File: config.mk
export PLATFORM = sky130hd
export DESIGN_NAME = fetch_ctrl
export DESIGN_NICKNAME = d
export VERILOG_FILES = /design/src/rtl/mips_defs_pkg.sv /design/src/rtl/fetch_redir_buf.sv /design/src/rtl/fetch_ctrl.sv
export SDC_FILE = /design/constraint.sdc
export NUM_CORES = 1
export LEC_CHECK = 0
export CAP_MARGIN = 15
export CORE_UTILIZATION = 31
export CTS_BUF_LIST = sky130_fd_sc_hd__clkbuf_4
export CTS_CLUSTER_SIZE = 12
export DETAILED_ROUTE_END_ITERATION = 6
export GPL_TIMING_DRIVEN = 0
export PLACE_DENSITY = 0.65
export SLEW_MARGIN = 20
export SYNTH_ARGS = -nofsm -noshare
export SYNTH_HDL_FRONTEND = slang
export SYNTH_SLANG_ARGS = --single-unit
File: constraint.sdc
create_clock -name clk -period 4.8 [get_ports clk]
set_input_delay 0.96 -clock clk [delete_from_list [all_inputs] [get_ports clk]]
set_output_delay 0.96 -clock clk [all_outputs]
set_load 0.02 [all_outputs]
File: src/rtl/mips_defs_pkg.sv
`default_nettype none
// ============================================================================
// Module   : mips_defs (package)
// Brief    : Shared fetch-stage constants and state encoding.
// Revision : 1.0 - initial release
// ============================================================================
package mips_defs;

    localparam logic [31:0] RESET_PC = 32'h0000_3000;

    typedef enum logic [1:0] {
        S_BOOT = 2'd0,
        S_REQ  = 2'd1,
        S_WAIT = 2'd2,
        S_HOLD = 2'd3
    } fetch_state_t;

endpackage
`default_nettype wire

File: src/rtl/fetch_redir_buf.sv
`default_nettype none
// ============================================================================
// Module   : fetch_redir_buf
// Brief    : Pending control-transfer target; newest redirect wins, capture consumes.
// Revision : 1.0 - initial release
// ============================================================================
module fetch_redir_buf #(
    parameter int ADDR_W = 32
) (
    input  logic              clk,
    input  logic              rst_n,
    input  logic              i_set,
    input  logic [ADDR_W-1:0] i_tgt,
    input  logic              i_consume,
    output logic              o_pend,
    output logic [ADDR_W-1:0] o_tgt
);

    logic              r_pend;
    logic [ADDR_W-1:0] r_tgt;
    logic [ADDR_W-1:0] w_tgt_aligned;

    assign w_tgt_aligned = i_tgt & ~ADDR_W'(3);

    // A redirect coinciding with the consuming capture is applied by that
    // capture directly, so consume takes priority over set here.
    always_ff @(posedge clk or negedge rst_n) begin
        if (!rst_n) begin
            r_pend <= 1'b0;
            r_tgt  <= '0;
        end else if (i_consume) begin
            r_pend <= 1'b0;
        end else if (i_set) begin
            r_pend <= 1'b1;
            r_tgt  <= w_tgt_aligned;
        end
    end

    assign o_pend = i_set | r_pend;
    assign o_tgt  = i_set ? w_tgt_aligned : r_tgt;

endmodule
`default_nettype wire

File: src/rtl/fetch_ctrl.sv
`default_nettype none
// ============================================================================
// Module   : fetch_ctrl
// Brief    : MIPS fetch sequencer: PC register, one-at-a-time imem fetch, IF/ID output.
// Revision : 1.0 - initial release
// ============================================================================
module fetch_ctrl #(
    parameter logic [31:0] RESET_PC = mips_defs::RESET_PC,
    parameter int          ADDR_W   = 32
) (
    input  logic              clk,
    input  logic              reset,
    input  logic              stall_i,
    input  logic              redirect_i,
    input  logic [ADDR_W-1:0] redirect_pc_i,
    output logic              imem_req_o,
    output logic [ADDR_W-1:0] imem_addr_o,
    input  logic              imem_gnt_i,
    input  logic              imem_rvalid_i,
    input  logic [31:0]       imem_rdata_i,
    output logic              if_valid_o,
    output logic [ADDR_W-1:0] if_pc_o,
    output logic [31:0]       if_instr_o,
    output logic [ADDR_W-1:0] pc_o
);

    import mips_defs::*;

    fetch_state_t      r_state;
    fetch_state_t      w_state_nxt;
    logic [ADDR_W-1:0] r_pc;
    logic [ADDR_W-1:0] w_pc_nxt;
    logic [ADDR_W-1:0] w_redir_tgt;
    logic              w_redir_pend;
    logic              w_capture;
    logic              w_consumed;
    logic              r_if_valid;
    logic [ADDR_W-1:0] r_if_pc;
    logic [31:0]       r_if_instr;

    fetch_redir_buf #(
        .ADDR_W (ADDR_W)
    ) u_redir_buf (
        .clk       (clk),
        .rst_n     (reset),
        .i_set     (redirect_i),
        .i_tgt     (redirect_pc_i),
        .i_consume (w_capture),
        .o_pend    (w_redir_pend),
        .o_tgt     (w_redir_tgt)
    );

    always_comb begin
        w_state_nxt = r_state;
        w_capture   = 1'b0;
        w_consumed  = 1'b0;
        case (r_state)
            S_BOOT: w_state_nxt = S_REQ;
            S_REQ: begin
                if (imem_gnt_i) begin
                    w_state_nxt = S_WAIT;
                end
                w_consumed = !stall_i;
            end
            S_WAIT: begin
                if (imem_rvalid_i) begin
                    w_capture   = 1'b1;
                    w_state_nxt = stall_i ? S_HOLD : S_REQ;
                end else begin
                    w_consumed = !stall_i;
                end
            end
            S_HOLD: begin
                if (!stall_i) begin
                    w_state_nxt = S_REQ;
                end
            end
            default: w_state_nxt = S_BOOT;
        endcase
        w_pc_nxt = w_redir_pend ? w_redir_tgt : r_pc + ADDR_W'(4);
    end

    always_ff @(posedge clk or negedge reset) begin
        if (!reset) begin
            r_state <= S_BOOT;
        end else begin
            r_state <= w_state_nxt;
        end
    end

    // The presented instruction is the delay slot: it is never dropped, only
    // replaced by the next capture or retired once the consumer takes it.
    always_ff @(posedge clk or negedge reset) begin
        if (!reset) begin
            r_pc       <= RESET_PC;
            r_if_valid <= 1'b0;
            r_if_pc    <= '0;
            r_if_instr <= '0;
        end else if (w_capture) begin
            r_pc       <= w_pc_nxt;
            r_if_valid <= 1'b1;
            r_if_pc    <= r_pc;
            r_if_instr <= imem_rdata_i;
        end else if (w_consumed) begin
            r_if_valid <= 1'b0;
        end
    end

    assign imem_req_o  = (r_state == S_REQ);
    assign imem_addr_o = r_pc;
    assign pc_o        = r_pc;
    assign if_valid_o  = r_if_valid;
    assign if_pc_o     = r_if_pc;
    assign if_instr_o  = r_if_instr;

endmodule
`default_nettype wire
# Yosys cells after proc, flatten, opt, wreduce, memory -nomap -nowiden
# Cells that the tools add are included.
# op_classes
add_sub_neg	1
n_eq_ne	6
mux	15
n_bitwise	1
reduce_logical	5
# ops
cell	count
$mux W32	2
$add A32 B3 Y32 const B	1
$mux W2	4
$pmux W2 S4	1
$mux W1	7
$eq A2 B2 Y1 const B	2
$ne A2 B2 Y1 const B	2
$reduce_bool A2 Y1	2
$reduce_and A3 Y1	1
$eq A2 B1 Y1 const B	1
$logic_not A2 Y1	1
$ne A2 B1 Y1 const B	1
$pmux W1 S2	1
$logic_not A1 Y1	1
$or A1 B1 Y1	1
# totals
reg_bits	132
in_bits	70
out_inout_bits	130
elab_cells	35

# Depth between registers and ports, before layout
# logic_depth
word_depth	5
depth_mapped	9
mapped_depth_nobuf	6

# Hierarchy
# A second synthesis with hierarchy kept.
# hier_totals
hier_cells	688
area_unflattened_um2	6657.6
# by_module_without_submodules
mod	instances	cells_each	area_each_um2	seq_area_each_um2
fetch_ctrl	1	580	4928.5	2479.9
fetch_redir_buf	1	108	1729.2	825.8

# Worst setup path after synthesis
# OpenSTA, ideal clock, no wires.
# synth_path
path_type	input to register
from	input port redirect_i
to	register u_redir_buf.r_tgt[29]
setup_time_ns	0.125
t_arrival_ns	2.132
t_required_ns	4.675
path_slack_ns	2.543
path_stages	5
n_path_buf	3
cell_sequence	clkbuf_1 > and2_1 > buf_2 > buf_1 > mux2_2
# synth_between
elab_chain_len	1
# synth_lines
item	line_no	source
start: declaration	fetch_ctrl.sv:14	input logic redirect_i,
$mux W32	--	
end signal: assignment	fetch_redir_buf.sv:35	r_tgt <= w_tgt_aligned;
end: declaration	fetch_redir_buf.sv:20	logic [ADDR_W-1:0] r_tgt;
# Every way passes these cells.
# A chain may end at the register's enable or synchronous reset.

# Final worst setup path
# layout_path
from	input port redirect_i
to	register r_pc[11], in the netlist imem_addr_o[11]
# layout_between
elab_chain_len	2
word_cells_on_any_way	3
cone_classes	mux: 2; bitwise: 1
# layout_lines
item	line_no	source
$mux W32 / $or A1 B1 Y1 (equally long branches)	fetch_redir_buf.sv:40, fetch_redir_buf.sv:39	
$mux W32 *	fetch_ctrl.sv:80	w_pc_nxt = w_redir_pend ? w_redir_tgt : r_pc + ADDR_W'(4);
end signal: assignment	fetch_ctrl.sv:100	r_pc <= w_pc_nxt;
end: declaration	fetch_ctrl.sv:31	logic [ADDR_W-1:0] r_pc;
# Every way passes the cells marked *; elsewhere a longest branch is shown, timed or not.

==> metrics.md <==
| Metric | Value |
|---|---|
| Htree depth | 4 |
| Vias per inst | a little over 5 |
| Final Instance Area | 9250 um^2 |
| Global Route Usage Sum | 0.198 |
| Global-route wire length before repair | about 33000 um |
| Starting Density | 0.316 |
| Synth cell types | 60 |
| Die ar. | between 20000 and 25000 um^2 |
| Status | finished, final reports clean |
| Syn Nets | 811 |
| Finished Core Util | 0.441 |
| Syn Inst Count | 737 |
| Port Buffers | slightly below 200 |
| Clk buf depth | 2 |
| # rows | between 50 and 60 |
| RSZ-0062 raised after global routing | false |
| CTS tree | yes |
| Syn Area/Cell | between 8 and 9 um^2 |
| Overall power | 5.45 mW |
| Final wirelength | between 20000 and 25000 um |
| Area delta synth->final | 39.7% |
| Setup TNS | 0 ns |
| Post-DP HPWL | approximately 15000 um |
| Nets | 1028 |
| EDFF count, synth | 0 |
| Max incr delay on CP | roughly 0.58 ns |
| Tmin final | slightly below 3 ns |
| Final setup fails | 0 |
| Metal3 WL | 1440 um |
| Most used cell, CP | clkbuf_1 |
| Critical path start-end classification | input pin to register |
| Worst VDD drop | roughly 0.00024 V |
| Largest net degree at the start of global routing | 76 |
| TritonCTS sink count | 132 |
| Final hold viol count | 0 |
| Worst r2r dst | imem_addr_o[16]$_DFFE_PN0P_ |
| Clk Latency, worst-skew pair | approximately 0.57 ns |
| Post-synth top flop | dfrtp_1 |
| Share of cells above drive strength 1 | 0.113 |
| Critical path arrival | around 3.4 ns |
| Hold-fix buffers, CTS | 0 |
| Final slew viol count | 0 |
| Vias in the first global route | around 5900 |
| Die X | ~150 um |
| Area of the core region | 21000 um^2 |
| Reg2Reg Depth | 5 |
| Drt pass-1 iters | 6 |
| Seq/Total Area, Yosys | 0.500 |
| Yosys warns | 0 |
| Metal1 wirelength | about 9400 um |
| Kind of start point of the critical path | input pin |
| Syn Std Cell Area | 6620 um^2 |
| Reg2Reg Setup Slack | 2.18 ns |
| Ys async rst share | 1.00 |
| Synth Register Bits | 132 |
| Critical path endpoint category | register |
| Worst reg2reg startpoint | imem_addr_o[2]$_DFFE_PN0P_ |
| Post-CTS Setup Bufs | 0 |
| CTS root buf | clkbuf_4 |
| Avg WL per Cell | 17.3 um |
| Crit-path cells | clkdlybuf4s50_1 -> clkbuf_1 -> clkbuf_1 -> buf_1 -> o21ai_0 -> a31oi_1 -> o2bb2ai_1 |
| Pwr per Cell Area | approximately 590 nW/um^2 |
| Cts repair resizes | 0 |
| Die height | 148 um |
| Initial antenna violation count | 1 |
| Antenna-violating nets left | 0 |
| CTS Buf Count | 17 |
| Critical Path RT | roughly 5.2 ns |
| Initial drt markers | about 620 |
| CP max-delay cell | clkbuf_1 |
| Worst clock skew | 0.0188 ns |
| Max-slew headroom | 0.229 |
| Placer Congestion | between 0.9 and 1 |
| Max-cap violations | 0 |
| Clock-pin slew on the worst setup and hold paths | 0.12 ns |
| IO Count | 200 |
| FMAX | approximately 0.34 GHz |
| Lkg Pwr | slightly above 4 nW |
| Uppermost layer routed | met4 |
| Part of the cycle the worst path needs | 0.616 |
| WL met2 | slightly above 10000 um |
| Residual DRC count | 0 |
| Via count | 6261 |
| Placed inst area | about 9000 um^2 |
| Slew at the pin closest to its max-slew limit | roughly 1.1 ns |
| WHS | about 0.36 ns |
| Crit path max fanout | 10 |
| Hold Path Class | input pin to asynchronous set/reset pin |
| GRT overflow | 0 |
flip-flops by register name, summed over array words and instances, names as in the netlist:
register / cells
if_pc_o: 32
r_state: 2
if_valid_o: 1
u_redir_buf.r_tgt: 32
u_redir_buf.r_pend: 1
imem_addr_o: 32
if_instr_o: 32
final cells by class:
cell class,count,area [um^2]
diodes,1,2.50
plain buffers,80,437
clock buffers,18,135
clock inverters,14,143
fillers,2080,11700
inverters,12,45.0
multi-input cells,513,2830
flip-flops and latches,132,3310
well taps,275,344
repair buffers,198,2000
worst max-delay path: cells and delay by family:
kind                   cells  cell delay [ns]
buffers and inverters      4             1.95
AO/OA/AOI/OAI              3             0.48
report_power, final:
| group | total (mW) | internal [mW] | switching [mW] |
|---|---|---|---|
| Combinational | 2.73 | 1.32 | 1.41 |
| Sequential | 1.94 | 1.51 | 0.424 |
| Clock | 0.779 | 0.353 | 0.426 |
Yosys cell counts (3+ instances only):
cell type  count  share of area
clkbuf_1      28          0.016
and3_1         6         0.0057
o211ai_1       8         0.0091
mux2_2        28          0.048
o41ai_1        3         0.0040
a31oi_1        4         0.0038
buf_4         34          0.039
or4_1          3         0.0034
and4_1         6         0.0079
nor3_1        10         0.0076
nand3_1       12         0.0091
nand2b_1       3         0.0028
nand2_1      237           0.13
o22a_1         4         0.0053
nand4_1       11          0.010
a221oi_1       3         0.0040
a21o_1         3         0.0034
nand3b_1       7         0.0079
a211oi_1       5         0.0057
nor2b_1       12          0.011
o31ai_1        3         0.0034
nor2_1        22          0.012
a22oi_1        3         0.0034
a21oi_1       32          0.024
o21ai_0       32          0.024
mux2i_1        5         0.0076
ha_1           4         0.0076
buf_1         11         0.0062
nor4_1        10         0.0095
dfrtp_1      130           0.49
buf_2          7         0.0053
inv_1         12         0.0068
cells by family (layout without fill, tap and decap cells):
kind of cell    after synthesis  in the layout  share of synthesized area
simple gates                355            355                      0.246
flops                       132            132                      0.500
fa+ha+maj                     4              4                    0.00756
buf+inv                      92            322                     0.0728
mux                          33             33                     0.0552
other cells                   0              1                          0
compound gates              121            121                      0.119
how the worst max path moves through the flow:
stage | start | end | slack [ns] | depth (start not counted)
after floorplan | redirect_i | u_redir_buf.r_tgt[29]$_DFFE_PN0N_ | 2.54 | 5
after global placement | reset | if_pc_o[3]$_DFFE_PN0P_ | -2.90 | 1
after global routing | redirect_i | imem_addr_o[11]$_DFFE_PN0P_ | 1.74 | 7
after detailed placement | redirect_i | imem_addr_o[11]$_DFFE_PN0P_ | 1.28 | 7
after CTS | imem_addr_o[12]$_DFFE_PN1P_ | pc_o[12] | 1.85 | 2
final | redirect_i | imem_addr_o[11]$_DFFE_PN0P_ | 1.84 | 7
placed cells by master, fill, tap and decap left out, types with 8 or more instances in the layout:
| master | count |
|---|---|
| nand3_1 | 12 |
| a21oi_1 | 32 |
| mux2_2 | 28 |
| o21ai_0 | 32 |
| nand4_1 | 11 |
| o211ai_1 | 8 |
| buf_1 | 11 |
| dfrtp_1 | 130 |
| buf_4 | 34 |
| inv_1 | 12 |
| nand2_1 | 237 |
| nor2b_1 | 12 |
| nor4_1 | 10 |
| clkbuf_4 | 18 |
| nor2_1 | 22 |
| clkbuf_1 | 28 |
| clkdlybuf4s50_1 | 196 |
| nor3_1 | 10 |
metrics by stage:
step,instances,setup slack [ns]
2_1_floorplan,737,2.54
3_3_place_gp,1209,-2.90
3_5_place_dp,1210,1.28
4_1_cts,1242,1.85
5_1_grt,1243,1.74
6_report,1243,1.84
per-layer routing:
metal | vias to the layer above | GRT usage
met5 | - | 0
li1 | 2937 | -
met4 | 0 | 0.0784
met2 | 256 | 0.313
met3 | 31 | 0.0368
met1 | 3037 | 0.266
(Power assumes the default switching activity.)
